## config.mk

```make
export PLATFORM = sky130hd
export DESIGN_NAME = vram_arbiter
export DESIGN_NICKNAME = d
export VERILOG_FILES = /design/src/rtl/vram_arbiter.sv
export SDC_FILE = /design/constraint.sdc
export NUM_CORES = 1
export LEC_CHECK = 0
export CAP_MARGIN = 20
export CORE_MARGIN = 2
export CORE_UTILIZATION = 56
export CTS_CLUSTER_DIAMETER = 40
export DETAILED_ROUTE_END_ITERATION = 6
export DONT_BUFFER_PORTS = 1
export PLACE_DENSITY = 0.74
export SYNTH_ARGS = -nofsm -noshare
export SYNTH_HDL_FRONTEND = slang
export SYNTH_SLANG_ARGS = --single-unit
```

## constraint.sdc

```tcl
create_clock -name clk -period 0.9 [get_ports clk]
set_input_delay 0.09 -clock clk [delete_from_list [all_inputs] [get_ports clk]]
set_output_delay 0.09 -clock clk [all_outputs]
set_load 0.01 [all_outputs]
```

## src/rtl/vram_arbiter.sv

```systemverilog
// Three-way arbiter for the single-port 64Kx16 VRAM: video > regs > blit, one grant per cycle,
// registered VRAM port and owner-tagged read return. Define VRAM_ARB_FAIRNESS_EN to cap video streaks.
module vram_arbiter #(
  parameter int unsigned MAX_WAIT = 4
) (
  input  logic        clk,
  input  logic        reset_n,
  input  logic        vid_req,
  input  logic [15:0] vid_addr,
  output logic        vid_ack,
  input  logic        regs_req,
  input  logic        regs_wr,
  input  logic [3:0]  regs_mask,
  input  logic [15:0] regs_addr,
  input  logic [15:0] regs_wdata,
  output logic        regs_ack,
  input  logic        blit_req,
  input  logic        blit_wr,
  input  logic [3:0]  blit_mask,
  input  logic [15:0] blit_addr,
  input  logic [15:0] blit_wdata,
  output logic        blit_ack,
  output logic        rd_valid,
  output logic [1:0]  rd_owner,
  output logic [15:0] rd_data,
  output logic        vram_sel,
  output logic        vram_wr,
  output logic [3:0]  vram_mask,
  output logic [15:0] vram_addr,
  output logic [15:0] vram_wdata,
  input  logic [15:0] vram_rdata
);

  typedef enum logic [1:0] {
    OWN_NONE = 2'd0,
    OWN_VID  = 2'd1,
    OWN_REGS = 2'd2,
    OWN_BLIT = 2'd3
  } owner_e;

  owner_e win;
  logic   other_pend;
  logic   deny_vid;

  assign other_pend = regs_req | blit_req;

`ifdef VRAM_ARB_FAIRNESS_EN
  logic [3:0] wait_cnt_q, wait_cnt_d;

  assign deny_vid = other_pend && (wait_cnt_q == 4'(MAX_WAIT));

  // Counts video grants that overtook a waiting regs/blit request; any other outcome restarts it.
  always_comb begin
    wait_cnt_d = 4'd0;
    if (other_pend && win == OWN_VID) wait_cnt_d = wait_cnt_q + 4'd1;
  end

  always_ff @(posedge clk or negedge reset_n) begin
    if (!reset_n) wait_cnt_q <= 4'd0;
    else          wait_cnt_q <= wait_cnt_d;
  end
`else
  assign deny_vid = 1'b0;
`endif

  // NOTE: every variable assigned in always_comb gets a default first, so no path can infer a latch.
  always_comb begin
    win = OWN_NONE;
    if (vid_req && !deny_vid) win = OWN_VID;
    else if (regs_req)        win = OWN_REGS;
    else if (blit_req)        win = OWN_BLIT;
  end

  // Acks are forced low while reset is asserted so every output reads 0 immediately.
  assign vid_ack  = reset_n && (win == OWN_VID);
  assign regs_ack = reset_n && (win == OWN_REGS);
  assign blit_ack = reset_n && (win == OWN_BLIT);

  logic        sel_q, sel_d;
  logic        wr_q, wr_d;
  logic [3:0]  mask_q, mask_d;
  logic [15:0] addr_q, addr_d;
  logic [15:0] wdata_q, wdata_d;
  owner_e      s1_owner_q;
  logic        s1_read_q;
  logic        rd_valid_q;
  owner_e      rd_owner_q;

  always_comb begin
    sel_d   = 1'b1;
    wr_d    = 1'b0;
    mask_d  = 4'd0;
    addr_d  = addr_q;
    wdata_d = wdata_q;
    case (win)
      OWN_VID: addr_d = vid_addr;
      OWN_REGS: begin
        wr_d    = regs_wr;
        mask_d  = regs_wr ? regs_mask : 4'd0;
        addr_d  = regs_addr;
        wdata_d = regs_wdata;
      end
      OWN_BLIT: begin
        wr_d    = blit_wr;
        mask_d  = blit_wr ? blit_mask : 4'd0;
        addr_d  = blit_addr;
        wdata_d = blit_wdata;
      end
      default: sel_d = 1'b0;
    endcase
  end

  // NOTE: sequential state uses non-blocking assignments so all flops update from pre-edge values.
  always_ff @(posedge clk or negedge reset_n) begin
    if (!reset_n) begin
      sel_q      <= 1'b0;
      wr_q       <= 1'b0;
      mask_q     <= 4'd0;
      addr_q     <= 16'd0;
      wdata_q    <= 16'd0;
      s1_owner_q <= OWN_NONE;
      s1_read_q  <= 1'b0;
      rd_valid_q <= 1'b0;
      rd_owner_q <= OWN_NONE;
    end else begin
      sel_q      <= sel_d;
      wr_q       <= wr_d;
      mask_q     <= mask_d;
      addr_q     <= addr_d;
      wdata_q    <= wdata_d;
      s1_owner_q <= win;
      s1_read_q  <= sel_d && !wr_d;
      rd_valid_q <= s1_read_q;
      rd_owner_q <= s1_read_q ? s1_owner_q : OWN_NONE;
    end
  end

  assign vram_sel   = sel_q;
  assign vram_wr    = wr_q;
  assign vram_mask  = mask_q;
  assign vram_addr  = addr_q;
  assign vram_wdata = wdata_q;
  assign rd_valid   = rd_valid_q;
  assign rd_owner   = rd_owner_q;
  assign rd_data    = rd_valid_q ? vram_rdata : 16'd0;

endmodule
```

# Word level (Yosys, flattened, before mapping)
# Cells that the tools add are included.
# word_totals
ff_bits,44
wordCells,32
input_bits,111
# classes
mux,12
eq_ne,3
n_reduce_logical,8
# op_table
operator,count
$pmux W16 S3,1
$pmux W16 S2,1
$mux W16,1
$mux W2,4
$mux W4,2
$pmux W4 S2,1
$eq A2 B2 Y1 const B,2
$logic_and A1 B1 Y1,4
$reduce_bool A3 Y1,1
$reduce_or A3 Y1,1
$eq A2 B1 Y1 const B,1
$pmux W1 S2,1
$reduce_bool A2 Y1,1
$logic_not A1 Y1,1
$mux W1,1

# Logic depth before layout (Yosys ltp)
# Gate-level depths: netlist of run 1.
# logic_depth
depth_word,7
ltp_mapped,6
mapped_depth_nobuf,3

# Least setup slack after synthesis of run 1
# OpenSTA, ideal clock, no wires.
# synth_timing
path_type,input-to-reg
from,in blit_req
to,"reg addr_q[10], in the netlist vram_addr[10]"
cell_stages,6
setup_ns,0.137
path_slack_ns,-0.196
arrival_time_ns,0.959
cell_sequence,buf_6 > or3_4 > buf_6 > buf_12 > o22ai_2 > a21oi_1
# synth_via
elab_chain_len,5
elab_cells_between_ends,8
classes_between,3 x eq/ne; 4 x mux; 1 x reduce/logical
# synth_rtl
item,line,text
"start, declared",17,"input logic blit_req,"
$mux W2 (*),71,else if (blit_req) win = OWN_BLIT;
$mux W2 (*),70,else if (regs_req) win = OWN_REGS;
$mux W2 (*),69,if (vid_req && !deny_vid) win = OWN_VID;
$eq A2 B2 Y1 / $eq A2 B1 Y1 (equally long branches),95,case (win)
$pmux W16 S3 / $reduce_bool A3 Y1 (equally long branches),-,
"end signal, assigned",129,addr_q <= addr_d;
"end, declared",82,"logic [15:0] addr_q, addr_d;"
# Mark *: on every way between the ends. The rest lies on a longest branch, timed or not.
# A chain may end at the register's enable or synchronous reset.

# Worst setup path in the final report of run 1
# layout_timing
from,"reg rd_valid_q, in the netlist rd_valid"
to,out rd_data[6]
# layout_via
elab_chain_len,1
# layout_rtl
item,line,text
"start, declared",86,logic rd_valid_q;
"start signal, assigned",133,rd_valid_q <= s1_read_q;
$mux W16,145,assign rd_data = rd_valid_q ? vram_rdata : 16'd0;
"end, declared",25,"output logic [15:0] rd_data,"
# Every way passes these cells.

==> results.py, run 1 <==
metrics = {
    "status": {
        "status": "finished with violations",
        "violations": "negative hold slack, negative setup slack",
    },
    "floorplan": {
        "fp.dieW_um": 66.4,
        "rows": 22,
        "io_pins": 171,
        "die_y_um": 66.4,
        "core_sq_um": 3720,
        "initial_core_util_pct": 58.8,
        "dieArea_sq_um": 4410,
    },
    "synth": {
        "synth.most_common_cell": "dfrtp_1",
        "avgSynthCellArea_sq_um": 10.3,
        "ys_seq_area_share_pct": 50.4,
        "ys.flop_type": "dfrtp_1",
        "yosys_register_bits": 44,
        "syn-cell-area_sq_um": 2180,
        "synthDistinctLibCells": 23,
        "synth_cells": 212,
        "async_flop_share_pct": 100,
        "synth_area_leaders": "dfrtp_1 50%, a21oi_1 7.3%, o22ai_1 6.6%, and2_1 5.7%, a22oi_1 5.5%",
        "syn-num-nets": 323,
        "ys_warn_count": 0,
        "synth_edf_count": 0,
        "yosysTopAreaCell": "dfrtp_1",
        "netlist.area_leader.share_pct": 50.4,
        "synth_common_cells": "44 x dfrtp_1, 32 x a21oi_1, 23 x o22ai_1, 20 x and2_1, 16 x a22oi_1",
    },
    "worst_setup_path": {
        "cp_max_fo": 9,
        "worstPathArrival_ns": 1.00,
        "endpoint_kind": "primary output",
        "critical_path_required_ns": 0.81,
        "worstSetupPathType": "reg -> out",
        "start_kind": "register",
    },
    "sta": {
        "rsz0062_at_grt": "yes",
        "fin_crit_sh_pct": 121,
        "hold_viol_final": 60,
        "worst_pin_slew_ns": 0.620,
        "slew_violations": 0,
        "timing.hold.ws_ns": -0.525,
        "clock_skew_ns": 0.0124,
        "fin_setup_tns_ns": -4.39,
        "layout_setup_ws_ns": -0.189,
        "finalSetupViolations": 47,
        "slew_headroom_pct": 58.6,
        "fin_crit_ns": 1.09,
        "fmax_mhz": 918,
    },
    "grt": {
        "grt_pass1_vias": 2077,
        "grt_overflow": 0,
        "grt_pass1_wl_um": 10400,
        "track_usage_pct": 32.6,
        "antenna_found_initial": 0,
        "grt_start_max_net_pins": 48,
    },
    "drt": {
        "drc_errors": 0,
        "viasPerCell": 6.56,
        "vias": 2133,
        "routedWlPerCell_um": 24.1,
        "wirelength_um": 7820,
        "antenna_left": 0,
        "drtIter0Drc": 206,
        "drtPass1Iterations": 5,
    },
    "clocking": {
        "clk_latency_ns": 0.30,
        "cts_buffers": 5,
        "clock_sinks": 44,
        "cts_buffer_depth": 2,
        "cts_htree_levels": 2,
        "clk_pin_slew_ns": 0.09,
        "cts_tree": "built",
        "root_buffer": "clkbuf_8",
    },
    "placement": {
        "hpwl_um": 4310,
        "portBuffers": 0,
        "finalWeightedCongestion": 0.777,
    },
    "job": {
        "cap_violations": 0,
    },
    "pwr": {
        "total_power_w": 0.00525,
        "p_leak_nw": 1.34,
        "clkPwrFrac_pct": 28.2,
        "p_switching_w": 0.00145,
        "power_frac_comb_pct": 25.7,
        "power_density_nw_per_um2": 1630,
        "vdd.ir_drop.worst_v": 0.00102,
        "power_frac_seq_pct": 46.1,
        "power.internal_w": 0.00380,
        "sw_frac_of_total_pct": 27.6,
    },
    "worst_hold_path": {
        "hp-class": "in -> async",
    },
    "layout": {
        "nets": 386,
        "layout-drive-gt1-share_pct": 35.9,
        "post-route-util_pct": 86.5,
        "areaGrowthSynthToFinish_pct": 47.2,
    },
}
cell type report:
cell class                 instances  area, sq um
fill                             162          502
inverter                           2         7.51
clock buffer                       6         72.6
sequential                        44         1100
antenna                            1         2.50
tap                               48         60.1
timing repair buffer              75          778
clock inverter                     2         35.0
multi-input combinational        147         1160
cells in the final DEF (no fill, tap or decap), drive strengths merged, types with 2 or more instances in the layout:
cell type and count:
nor2b 14, and2b 4, nor3b 2, clkbuf 6, nor2 2, a32o 4, a21oi 32, a22oi 16
o22ai 32, and2 20, buf 36, dfrtp 44, dlygate4sd3 38, o21ai 16, clkinv 3
final timing paths:
| path | start | end | slack, ns | depth (start not counted) |
|---|---|---|---|---|
| worst min register to register | s1_read_q | rd_valid | 0.41 | 0 |
| worst max-delay path | rd_valid | rd_data[6] | -0.19 | 2 |
| min in group clk | vid_req | vram_wdata[6] | -0.04 | 2 |
| worst max register to register | vram_wdata[4] | vram_wdata[4] | -0.07 | 3 |
| worst min-delay path | reset_n | vram_wdata[7] | -0.52 | 0 |
| max in group asynchronous | reset_n | rd_valid | 1.33 | 0 |
registers in the layout, summed over array words and instances, names as in the netlist:
register and cells:
vram_mask 4, rd_valid 1, s1_owner_q 2, s1_read_q 1, vram_addr 16, vram_wdata 16, rd_owner 2, vram_wr 1
vram_sel 1
repair_timing:
| action | in CTS | in global routing |
|---|---|---|
| endpoints found under the hold margin | 71 | 59 |
| hold buffers | 32 | 7 |
| resized for setup | 47 | 47 |
| endpoints found under the setup margin | 53 | 53 |
| pin swaps | 1 | 1 |
| setup buffers | 6 | 2 |
cell families after synthesis:
| logic type | synth area share [%] |
|---|---|
| DFF | 50.4 |
| and+or+nand+nor | 13.1 |
| AOI/OAI and AO/OA | 30.8 |
| buffers and inverters | 5.62 |
metal layers:
metal	vias to the layer above	global-route usage, %	wire, um
met2	177	59.0	4200
met5	-	0	0
li1	912	-	-
met3	24	7.16	689
met4	0	15.1	205
met1	1020	36.0	2730
critical path: stages, from the launching register on:
cell and delay [ns]:
dfrtp_2 0.42, buf_6 0.14, and2_4 0.15
metrics by stage:
step | area [sq um] | cells | hold WS [ns] | setup WS [ns]
after global placement | 2380 | 269 | -0.204 | -0.363
after floorplan | 2210 | 212 | -0.206 | -0.139
final | 3210 | 325 | -0.525 | -0.189
after global routing | 3210 | 324 | -0.535 | -0.227
after detailed placement | 2380 | 269 | -0.204 | -0.465
after CTS | 2990 | 315 | -0.524 | -0.184
power by group through the flow:
stage	registers, W	logic, W	clock network, W
final	0.00242	0.00135	0.00148
after global routing	0.00243	0.00143	0.00158
after CTS	0.00239	0.00115	0.00148
after detailed placement	0.00242	0.000833	0
after global placement	0.00240	0.000800	0
after floorplan	0.00243	0.000530	0
Power figures use the tool's default switching activity.
==> run 2: changes to the inputs <==
Clock period 0.9 ns to 1 ns, I/O delays scaled along.
==> run 2 against run 1 <==
Compared with the run above:
- cell count shrank 12%
- critical endpoint is now rd_data[8]
- critical path depth is 1 lower
- die area stayed put
- sequential share of layout area rose by 8.3 points
- largest cell class is now sequential cells
- flip-flop and latch count unchanged
- the flow still finishes with violations (negative hold slack, negative setup slack)
- setup slack better by 0.13 ns
- routed wire length down 25%
==> results.py, run 2 (synthesized netlist as in run 1, its figures left out) <==
metrics = {
    "sta": {
        "clock_skew_ns": 0.00127,
        "fin_crit_sh_pct": 106,
        "hold_viol_final": 44,
        "rsz0062_at_grt": "yes",
        "slew_headroom_pct": 58.5,
        "fin_crit_ns": 1.06,
        "fin_setup_tns_ns": -0.883,
        "worst_pin_slew_ns": 0.620,
        "slew_violations": 0,
        "timing.hold.ws_ns": -0.499,
        "fmax_mhz": 945,
        "layout_setup_ws_ns": -0.0587,
        "finalSetupViolations": 17,
    },
    "worst_setup_path": {
        "critical_path_required_ns": 0.90,
        "endpoint": "rd_data[8]",
        "rr_worst_depth": 3,
        "slowest_delay_ns": 0.47,
        "cp_top_family": "flip-flops",
        "worstSetupPathType": "reg -> out",
        "crit_path_top_delay_cell": "dfrtp_2",
        "cp_max_fo": 17,
        "worstPathArrival_ns": 0.96,
        "endpoint_kind": "primary output",
        "r2r_setup_slack_ns": 0.01,
        "r2r-end": "vram_wdata[8]",
        "worst_r2r_startpoint": "vram_wdata[8]",
        "critPathBufInv": 0,
        "worstSetupStartpoint": "rd_valid",
        "cp.depth": 1,
        "start_kind": "register",
        "crit_chain": "and2_1",
    },
    "grt": {
        "antenna_found_initial": 0,
        "grt_pass1_vias": 1753,
        "use_met2_pct": 46.0,
        "grt_start_max_net_pins": 48,
        "track_usage_pct": 25.8,
        "grt_pass1_wl_um": 8480,
        "met1_usage_pct": 29.7,
        "met3_usage_pct": 6.81,
        "globalRoute.busiestLayer": "met2",
        "grt_overflow": 0,
    },
    "layout": {
        "final_common_cell": "dfrtp_1",
        "nets": 349,
        "layout_common_cells": "42 x dfrtp_1, 32 x a21oi_1, 28 x dlygate4sd3_1",
        "nFillCells": 279,
        "areaGrowthSynthToFinish_pct": 18.8,
        "antennaDiodeCount": 0,
        "layout-drive-gt1-share_pct": 11.8,
    },
    "floorplan": {
        "io_pins": 171,
        "die_y_um": 66.4,
        "core_sq_um": 3720,
        "initial_core_util_pct": 58.8,
        "dieArea_sq_um": 4410,
        "fp.dieW_um": 66.4,
        "rows": 22,
    },
    "clocking": {
        "root_buffer": "clkbuf_8",
        "clk_pin_slew_ns": 0.08,
        "cts_buffers": 5,
        "cts_htree_levels": 2,
        "clock_sinks": 44,
        "cts_buffer_depth": 2,
        "cts_tree": "built",
        "clk_latency_ns": 0.28,
        "postCtsHoldBufs": 30,
        "post_cts_buffers": 0,
    },
    "drt": {
        "drtIter0Drc": 60,
        "drtPass1Iterations": 4,
        "drc_errors": 0,
        "viasPerCell": 6.42,
        "vias": 1837,
        "routedWlPerCell_um": 20.6,
        "antenna_left": 0,
        "wirelength_um": 5890,
    },
    "job": {
        "cap_violations": 0,
    },
    "worst_hold_path": {
        "hp-class": "in -> async",
    },
    "placement": {
        "finalWeightedCongestion": 0.735,
        "pre_cts_slack_ns": -0.456,
        "hpwl_um": 3950,
        "portBuffers": 0,
    },
    "pwr": {
        "vdd.ir_drop.worst_v": 0.000905,
        "total_power_w": 0.00386,
        "p_leak_nw": 1.04,
        "power_density_nw_per_um2": 1490,
    },
    "status": {
        "status": "finished with violations",
        "violations": "negative hold slack, negative setup slack",
    },
}
[run 2: changes by cell type in the layout (fill, tap and decap cells not counted), sizes merged]
cell and change:
bufinv -1, buf -28, diode -1, dlygate4sd3 -10, dlymetal6s4s +1
[run 2: power by group]
| group | switching (W) | internal [W] | leakage (nW) |
|---|---|---|---|
| combinational | 0.000300 | 0.000347 | 0.482 |
| sequential | 0.000241 | 0.00196 | 0.518 |
| clock | 0.000537 | 0.000475 | 0.0410 |
| total | 0.00108 | 0.00278 | 1.04 |
[run 2: worst register-to-register path, delay by kind of cell (launching register included)]
| family | cells | cell delay [ns] |
|---|---|---|
| flops | 1 | 0.44 |
| simple gates | 1 | 0.15 |
| compound gates | 2 | 0.26 |
[run 2: routing by layer]
| metal | up-vias | part of all wire, % |
|---|---|---|
| met5 | - | 0 |
| met4 | 0 | 1.0 |
| met3 | 6 | 7.3 |
| met2 | 106 | 55 |
| met1 | 889 | 36 |
| li1 | 836 | - |
[run 2: worst min path at each step]
stage,start,endpoint,slack (ns),depth (start not counted)
3_5_place_dp,reset_n,vram_wdata[6],-0.19,0
3_3_place_gp,reset_n,vram_wdata[5],-0.19,0
2_1_floorplan,reset_n,rd_owner[0],-0.20,0
6_report,reset_n,vram_wdata[6],-0.50,0
4_1_cts,reset_n,vram_wdata[6],-0.51,0
5_1_grt,reset_n,vram_wdata[6],-0.52,0
[run 2: timing repair]
action	4_1_cts	5_1_grt
hold endpoints to repair	68	44
setup endpoints to repair	33	33
gates resized for setup	2	6
cloned	0	0
[run 2: cell type report]
| cell class | instances | area (sq um) | area share, % |
|---|---|---|---|
| flip-flops and latches | 44 | 1100 | 42.5 |
| multi-input cells | 147 | 967 | 37.3 |
| repair buffers | 38 | 378 | 14.6 |
| clock buffers | 6 | 72.6 | 2.80 |
| well taps | 48 | 60.1 | 2.32 |
| inverters | 2 | 7.51 | 0.289 |
| clock inverters | 1 | 5.00 | 0.193 |
[run 2: per-stage QoR]
step / util (%) / hold WS, ns / std cells / instance area, sq um
final: 69.8 / -0.499 / 286 / 2590
after global routing: 69.8 / -0.521 / 286 / 2590
after CTS: 69.6 / -0.507 / 286 / 2590
after detailed placement: 59.4 / -0.195 / 249 / 2210
after global placement: 59.4 / -0.195 / 249 / 2210
after floorplan: - / -0.196 / 212 / 2190
==> run 3: changes to the inputs <==
Settings changed: GPL_ROUTABILITY_DRIVEN set to 0.
==> results of run 3 <==
Final layout, timing and power as in run 2 (identical DEF).
